### config.mk
export PLATFORM = sky130hd
export DESIGN_NAME = uart_rx_frame_parser_flat
export DESIGN_NICKNAME = d
export VERILOG_FILES = /design/src/rtl/uart_rx_frame_parser_if.sv /design/src/rtl/uart_rx_frame_parser.sv /design/src/flat_wrapper.sv
export SDC_FILE = /design/constraint.sdc
export NUM_CORES = 1
export LEC_CHECK = 0
export CAP_MARGIN = 0
export CELL_PAD_IN_SITES_DETAIL_PLACEMENT = 1
export CELL_PAD_IN_SITES_GLOBAL_PLACEMENT = 2
export CORE_MARGIN = 10
export CORE_UTILIZATION = 47
export DETAILED_ROUTE_END_ITERATION = 8
export PLACE_DENSITY_LB_ADDON = 0.1
export SETUP_SLACK_MARGIN = 0.5
export SLEW_MARGIN = 20
export SYNTH_ARGS = -nofsm -noshare
export SYNTH_HDL_FRONTEND = slang
export SYNTH_SLANG_ARGS = --single-unit
### constraint.sdc
create_clock -name clk -period 3.7 [get_ports clk]
set_input_delay 0.37 -clock clk [delete_from_list [all_inputs] [get_ports clk]]
set_output_delay 0.37 -clock clk [all_outputs]
set_load 0.05 [all_outputs]
### src/rtl/uart_rx_frame_parser_if.sv
// Byte-stream and frame-handoff bundle between the UART receiver, the frame parser
// and the command logic that consumes buffered frames.
interface uart_rx_frame_parser_if #(
    parameter int ADDR_W = 4
);
    logic              RxD_data_ready;
    logic [7:0]        RxD_data;
    logic              frame_valid;
    logic [7:0]        frame_cmd;
    logic [7:0]        frame_len;
    logic              frame_ack;
    logic [ADDR_W-1:0] rd_addr;
    logic [7:0]        rd_data;
    logic              frame_err;
    logic [1:0]        err_code;
    logic [7:0]        drop_cnt;

    modport slave (
        input  RxD_data_ready, RxD_data, frame_ack, rd_addr,
        output frame_valid, frame_cmd, frame_len, rd_data, frame_err, err_code, drop_cnt
    );

    modport master (
        output RxD_data_ready, RxD_data, frame_ack, rd_addr,
        input  frame_valid, frame_cmd, frame_len, rd_data, frame_err, err_code, drop_cnt
    );
endinterface

### src/rtl/uart_rx_frame_parser.sv
// Assembles SYNC/CMD/LEN/payload/CHK frames from received bytes, buffers the payload
// and hands checksum-good frames to the consumer; bad or stalled frames are flagged.
module uart_rx_frame_parser #(
    parameter logic [7:0] SYNC_BYTE      = 8'hA5,
    parameter int         MAX_LEN        = 16,
    parameter int         ADDR_W         = 4,
    parameter int         TIMEOUT_CYCLES = 50000
) (
    input logic                   clk,
    input logic                   rst,
    uart_rx_frame_parser_if.slave bus
);
    localparam int             TMR_W     = (TIMEOUT_CYCLES > 2) ? $clog2(TIMEOUT_CYCLES) : 1;
    localparam logic [TMR_W-1:0] TMR_LAST = TMR_W'(TIMEOUT_CYCLES - 1);
    localparam logic [7:0]     MAX_LEN_B = 8'(MAX_LEN);
    localparam int             DEPTH     = 2 ** ADDR_W;

    typedef enum logic [2:0] {
        S_IDLE    = 3'd0,
        S_CMD     = 3'd1,
        S_LEN     = 3'd2,
        S_PAYLOAD = 3'd3,
        S_CHK     = 3'd4,
        S_HOLD    = 3'd5
    } state_e;

    function automatic logic [7:0] chk_fold(input logic [7:0] acc, input logic [7:0] b);
        return acc ^ b;
    endfunction

    state_e            state_q, state_d;
    logic [7:0]        cmd_q, cmd_d;
    logic [7:0]        len_q, len_d;
    logic [7:0]        chk_q, chk_d;
    logic [7:0]        idx_q, idx_d;
    logic [TMR_W-1:0]  tmr_q, tmr_d;
    logic              err_q, err_d;
    logic [1:0]        code_q, code_d;
    logic [7:0]        drop_q, drop_d;
    logic              valid_q;
    logic [7:0]        rd_data_q;
    logic [7:0]        buf_q [DEPTH];
    logic              wr_en_s;
    logic              strb_s;
    logic [7:0]        data_s;
    logic              in_frame_s;
    logic              expire_s;

    assign strb_s     = bus.RxD_data_ready;
    assign data_s     = bus.RxD_data;
    assign in_frame_s = (state_q == S_CMD) || (state_q == S_LEN) ||
                        (state_q == S_PAYLOAD) || (state_q == S_CHK);
    assign expire_s   = in_frame_s && !strb_s && (tmr_q == TMR_LAST);

    // Next-state, datapath and error decode for the frame parser
    always_comb begin
        state_d = state_q;
        cmd_d   = cmd_q;
        len_d   = len_q;
        chk_d   = chk_q;
        idx_d   = idx_q;
        tmr_d   = tmr_q;
        err_d   = 1'b0;
        code_d  = code_q;
        drop_d  = drop_q;
        wr_en_s = 1'b0;

        if (in_frame_s) begin
            tmr_d = strb_s ? {TMR_W{1'b0}} : (tmr_q + TMR_W'(1));
        end else begin
            tmr_d = tmr_q;
        end

        case (state_q)
            S_IDLE: begin
                if (strb_s && (data_s == SYNC_BYTE)) begin
                    state_d = S_CMD;
                    tmr_d   = {TMR_W{1'b0}};
                end else begin
                    state_d = S_IDLE;
                end
            end
            S_CMD: begin
                if (strb_s) begin
                    cmd_d   = data_s;
                    chk_d   = data_s;
                    state_d = S_LEN;
                end else begin
                    state_d = S_CMD;
                end
            end
            S_LEN: begin
                if (strb_s) begin
                    len_d = data_s;
                    chk_d = chk_fold(chk_q, data_s);
                    if (data_s > MAX_LEN_B) begin
                        err_d   = 1'b1;
                        code_d  = 2'b01;
                        state_d = S_IDLE;
                    end else if (data_s == 8'd0) begin
                        state_d = S_CHK;
                    end else begin
                        idx_d   = 8'd0;
                        state_d = S_PAYLOAD;
                    end
                end else begin
                    state_d = S_LEN;
                end
            end
            S_PAYLOAD: begin
                if (strb_s) begin
                    wr_en_s = 1'b1;
                    chk_d   = chk_fold(chk_q, data_s);
                    idx_d   = idx_q + 8'd1;
                    state_d = ((idx_q + 8'd1) == len_q) ? S_CHK : S_PAYLOAD;
                end else begin
                    state_d = S_PAYLOAD;
                end
            end
            S_CHK: begin
                if (strb_s) begin
                    if (data_s == chk_q) begin
                        state_d = S_HOLD;
                    end else begin
                        err_d   = 1'b1;
                        code_d  = 2'b10;
                        state_d = S_IDLE;
                    end
                end else begin
                    state_d = S_CHK;
                end
            end
            S_HOLD: begin
                // A byte arriving alongside the ack is still a dropped byte
                if (strb_s && (drop_q != 8'hFF)) begin
                    drop_d = drop_q + 8'd1;
                end else begin
                    drop_d = drop_q;
                end
                if (bus.frame_ack) begin
                    state_d = S_IDLE;
                end else begin
                    state_d = S_HOLD;
                end
            end
            default: begin
                state_d = S_IDLE;
            end
        endcase

        if (expire_s) begin
            err_d   = 1'b1;
            code_d  = 2'b11;
            state_d = S_IDLE;
        end else begin
            err_d = err_d;
        end
    end

    // Control and output registers
    always_ff @(posedge clk or negedge rst) begin
        if (!rst) begin
            state_q   <= S_IDLE;
            cmd_q     <= 8'd0;
            len_q     <= 8'd0;
            chk_q     <= 8'd0;
            idx_q     <= 8'd0;
            tmr_q     <= {TMR_W{1'b0}};
            err_q     <= 1'b0;
            code_q    <= 2'b00;
            drop_q    <= 8'd0;
            valid_q   <= 1'b0;
            rd_data_q <= 8'd0;
        end else begin
            state_q   <= state_d;
            cmd_q     <= cmd_d;
            len_q     <= len_d;
            chk_q     <= chk_d;
            idx_q     <= idx_d;
            tmr_q     <= tmr_d;
            err_q     <= err_d;
            code_q    <= code_d;
            drop_q    <= drop_d;
            valid_q   <= (state_d == S_HOLD);
            rd_data_q <= buf_q[bus.rd_addr];
        end
    end

    // Payload storage; contents are not reset
    always_ff @(posedge clk) begin
        if (wr_en_s) begin
            buf_q[idx_q[ADDR_W-1:0]] <= data_s;
        end
    end

    assign bus.frame_valid = valid_q;
    assign bus.frame_cmd   = cmd_q;
    assign bus.frame_len   = len_q;
    assign bus.rd_data     = rd_data_q;
    assign bus.frame_err   = err_q;
    assign bus.err_code    = code_q;
    assign bus.drop_cnt    = drop_q;
endmodule
### src/flat_wrapper.sv
// flat-port wrapper written by rule: the top's interface ports become plain ports
module uart_rx_frame_parser_flat 
#(
    parameter logic [7:0] SYNC_BYTE      = 8'hA5,
    parameter int         MAX_LEN        = 16,
    parameter int         ADDR_W         = 4,
    parameter int         TIMEOUT_CYCLES = 50000
)
  (clk, rst, bus_RxD_data_ready, bus_RxD_data, bus_frame_ack, bus_rd_addr, bus_frame_valid, bus_frame_cmd, bus_frame_len, bus_rd_data, bus_frame_err, bus_err_code, bus_drop_cnt);
  uart_rx_frame_parser_if #(.ADDR_W(ADDR_W)) bus_i ();
  input logic clk;
  input logic rst;
  input wire logic [$bits(bus_i.RxD_data_ready)-1:0] bus_RxD_data_ready;
  input wire logic [$bits(bus_i.RxD_data)-1:0] bus_RxD_data;
  input wire logic [$bits(bus_i.frame_ack)-1:0] bus_frame_ack;
  input wire logic [$bits(bus_i.rd_addr)-1:0] bus_rd_addr;
  output wire logic [$bits(bus_i.frame_valid)-1:0] bus_frame_valid;
  output wire logic [$bits(bus_i.frame_cmd)-1:0] bus_frame_cmd;
  output wire logic [$bits(bus_i.frame_len)-1:0] bus_frame_len;
  output wire logic [$bits(bus_i.rd_data)-1:0] bus_rd_data;
  output wire logic [$bits(bus_i.frame_err)-1:0] bus_frame_err;
  output wire logic [$bits(bus_i.err_code)-1:0] bus_err_code;
  output wire logic [$bits(bus_i.drop_cnt)-1:0] bus_drop_cnt;
  assign bus_i.RxD_data_ready = bus_RxD_data_ready;
  assign bus_i.RxD_data = bus_RxD_data;
  assign bus_i.frame_ack = bus_frame_ack;
  assign bus_i.rd_addr = bus_rd_addr;
  assign bus_frame_valid = bus_i.frame_valid;
  assign bus_frame_cmd = bus_i.frame_cmd;
  assign bus_frame_len = bus_i.frame_len;
  assign bus_rd_data = bus_i.rd_data;
  assign bus_frame_err = bus_i.frame_err;
  assign bus_err_code = bus_i.err_code;
  assign bus_drop_cnt = bus_i.drop_cnt;
  uart_rx_frame_parser #(.SYNC_BYTE(SYNC_BYTE), .MAX_LEN(MAX_LEN), .ADDR_W(ADDR_W), .TIMEOUT_CYCLES(TIMEOUT_CYCLES)) u_core (.clk(clk), .rst(rst), .bus(bus_i));
endmodule
==> qor.yml <==
status: "completed"
hold_path_class: "input port to async pin"
initial_utilization_pct: 47.7
avgViaCountPerCell: 5.67
required_ps: 3770
synth_edf_count: 128
clkPwrFrac_pct: 37.6
final-setup-viol-count: 0
area_growth_pct: 16.5
finClkSkew_ps: 11.0
seq_area_frac_synth_pct: 65.6
grt_pass1_wl_um: 32000
synthXorXnorAreaFrac_pct: 4.19
p_leak_nw: 3.62
yosysWarnings: 0
diodes: 0
max-cap-violations: 0
cts.repair.resized: 0
reg2reg_slack_ps: 1130
grt_overflow: 0
crit_path_start_kind: "flop"
drive_gt1_share_pct: 19.9
muxShareOfSynthArea_pct: 13.2
dp_hpwl_um: 13500
synth_fa_ha_area_share_pct: 0.876
synth-simple-area-share_pct: 10.4
critPathMaxFanout: 9
fp.dieW_um: 155
ys_seq_elements: 199
power.switching_mw: 1.19
firstDrtPassIters: 5
clk_latency_ps: 430
nNetsFinal: 632
setup_slack_ps: 1130
wl_per_cell_um: 23.7
port_buffers: 51
synth_compound_area_share_pct: 4.23
worst-path-buf-inv: 0
netlist_top_cells_area: "edfxtp_1 45%, dfrtp_1 21%, mux4_2 11%, mux2_2 2.4%, xnor2_1 2.4%"
async_flop_share_pct: 35.7
cts-root-buf: "clkbuf_16"
p_seq_share_pct: 51.6
crit_slowest_cell: "nor3_1"
final_max_slew_viol_count: 0
clockBufferDepth: 2
path_cells: "nor2b_1, nand3_1, nor3_1, and2_1"
place_ws_ps: 818
syn_nets: 567
core_um2: 18000
clkSinkCount: 199
clkTransAtPathRegs_ps: 70
place_congestion: 0.757
cp.arrival_ps: 2640
cts_tree: "done"
yosys.area.top_type: "edfxtp_1"
first_global_vias: 5387
power_density_nw_per_um2: 490
drc_errors: 0
holdWs_ps: 384
die_h_um: 155
period_needed_ps: 2570
io_pins: 52
critPathTopFamily: "simple AND/OR/NAND/NOR gates"
max-vdd-ir-drop_mv: 0.319
timing.final.crit_share_pct: 69.3
rows: 49
drt-total-wl_um: 20200
combPwrFrac_pct: 10.8
rsz0062_at_grt: "false"
final_cells: 852
final_common_cell: "edfxtp_1"
antenna_found_initial: 0
synthCells: 545
h-tree-depth: 4
final_hold_viol_count: 0
max_stage_delay_ps: 530
finalSetupTns_ps: 0
synth_cell_types: 64
finalPower_mw: 4.89
syn_area_per_cell_um2: 15.7
drt_iter0_drc: 274
grt_usage_pct: 17.4
synth.top_cell.area_share_pct: 44.9
cts_buffers: 17
tightest_slew_ps: 978
die_area_um2: 24000
intPower_mw: 3.70
synth_flop_cell: "edfxtp_1"
critPathCaptureType: "flop"
grt_max_degree: 72
vias: 4831
dp.cells: 818
syn_area_um2: 8570
synth_top_family_by_area: "multiplexers"
relSlewSlack_pct: 34.6
fmax_mhz: 390
ant_nets: 0
p_sw_share_pct: 24.4
worst-setup-path-type: "flop to flop"
layout_common_cells: "128 x edfxtp_1, 71 x dfrtp_1, 49 x clkdlybuf4s50_1, 43 x nand2_1, 40 x mux4_2"
==> power groups by stage <==
stage / clock [mW] / sequential, mW / combinational (mW)
2_1_floorplan: 0 / 2.62 / 0.283
3_3_place_gp: 0 / 2.57 / 0.518
3_5_place_dp: 0 / 2.57 / 0.534
4_1_cts: 1.89 / 2.52 / 0.536
5_1_grt: 1.99 / 2.54 / 0.585
6_report: 1.84 / 2.52 / 0.529
==> sequential cells by signal, summed over array words and instances (netlist names) <==
register / flops
u_core.bus.drop_cnt: 8
u_core.buf_q: 128
u_core.state_q: 3
u_core.bus.frame_cmd: 8
u_core.idx_q: 8
u_core.bus.frame_err: 1
u_core.chk_q: 8
u_core.tmr_q: 16
u_core.bus.rd_data: 8
u_core.bus.frame_len: 8
u_core.bus.err_code: 2
u_core.bus.frame_valid: 1
==> synth_stat cells (all sizes together), types with 12 or more instances <==
library cell / number
mux2: 18
dfrtp: 71
nand3: 17
nor2: 30
xnor2: 23
xor2: 18
nand2: 43
a21oi: 17
mux4: 40
and3: 12
edfxtp: 128
==> repair_timing <==
action / 4_1_cts / 5_1_grt
hold buffers: 0 / 1
endpoints found under the hold margin: 0 / 16
setup buffers: 0 / 0
==> layer usage <==
layer	global-route usage [%]	wire (µm)	vias up
li1	-	-	2204
met4	5.67	259	0
met3	3.17	749	13
met5	0	0	-
met1	21.7	8460	2521
met2	29.9	10700	93
==> cell type report <==
cell class,count,area [µm²]
tap,229,287
fill,1696,7980
clock buffer,19,443
multi-input combinational,320,2820
timing repair buffer,65,643
sequential,199,5620
inverter,7,26.3
clock inverter,13,145
==> cell families after synthesis <==
kind of cell	count (synthesis)
adder cells (fa/ha/maj)	6
XOR/XNOR	41
buffers and inverters	26
AND/OR/NAND/NOR	161
multiplexers	61
AO/OA/AOI/OAI	51
flip-flops	199
==> metrics by stage <==
step	instance area (µm²)	utilization, %
global placement	9360	52.1
floorplan	8570	-
finish	9980	55.6
CTS	9950	55.4
detailed placement	9360	52.1
global route	9980	55.6
==> worst paths after layout <==
path / from / endpoint / depth (start not counted)
max: u_core.state_q[2]$_DFF_PN0_ / u_core.buf_q[5][6]$_DFFE_PP_ / 4
min: rst / u_core.bus.rd_data[4]$_DFF_PN0_ / 2
max reg2reg: u_core.state_q[2]$_DFF_PN0_ / u_core.buf_q[5][6]$_DFFE_PP_ / 4
min reg2reg: u_core.bus.drop_cnt[5]$_DFFE_PN0P_ / u_core.bus.drop_cnt[5]$_DFFE_PN0P_ / 1
max in group asynchronous: rst / u_core.bus.drop_cnt[6]$_DFFE_PN0P_ / 3
min in group clk: u_core.bus.drop_cnt[5]$_DFFE_PN0P_ / u_core.bus.drop_cnt[5]$_DFFE_PN0P_ / 1
==> worst register-to-register path, stage by stage, from the launching register on <==
cell and delay (ps):
dfrtp_1 470, nor2b_1 320, nand3_1 420, nor3_1 530
and2_1 480
Note: power is estimated with default switching activity, not from simulation.
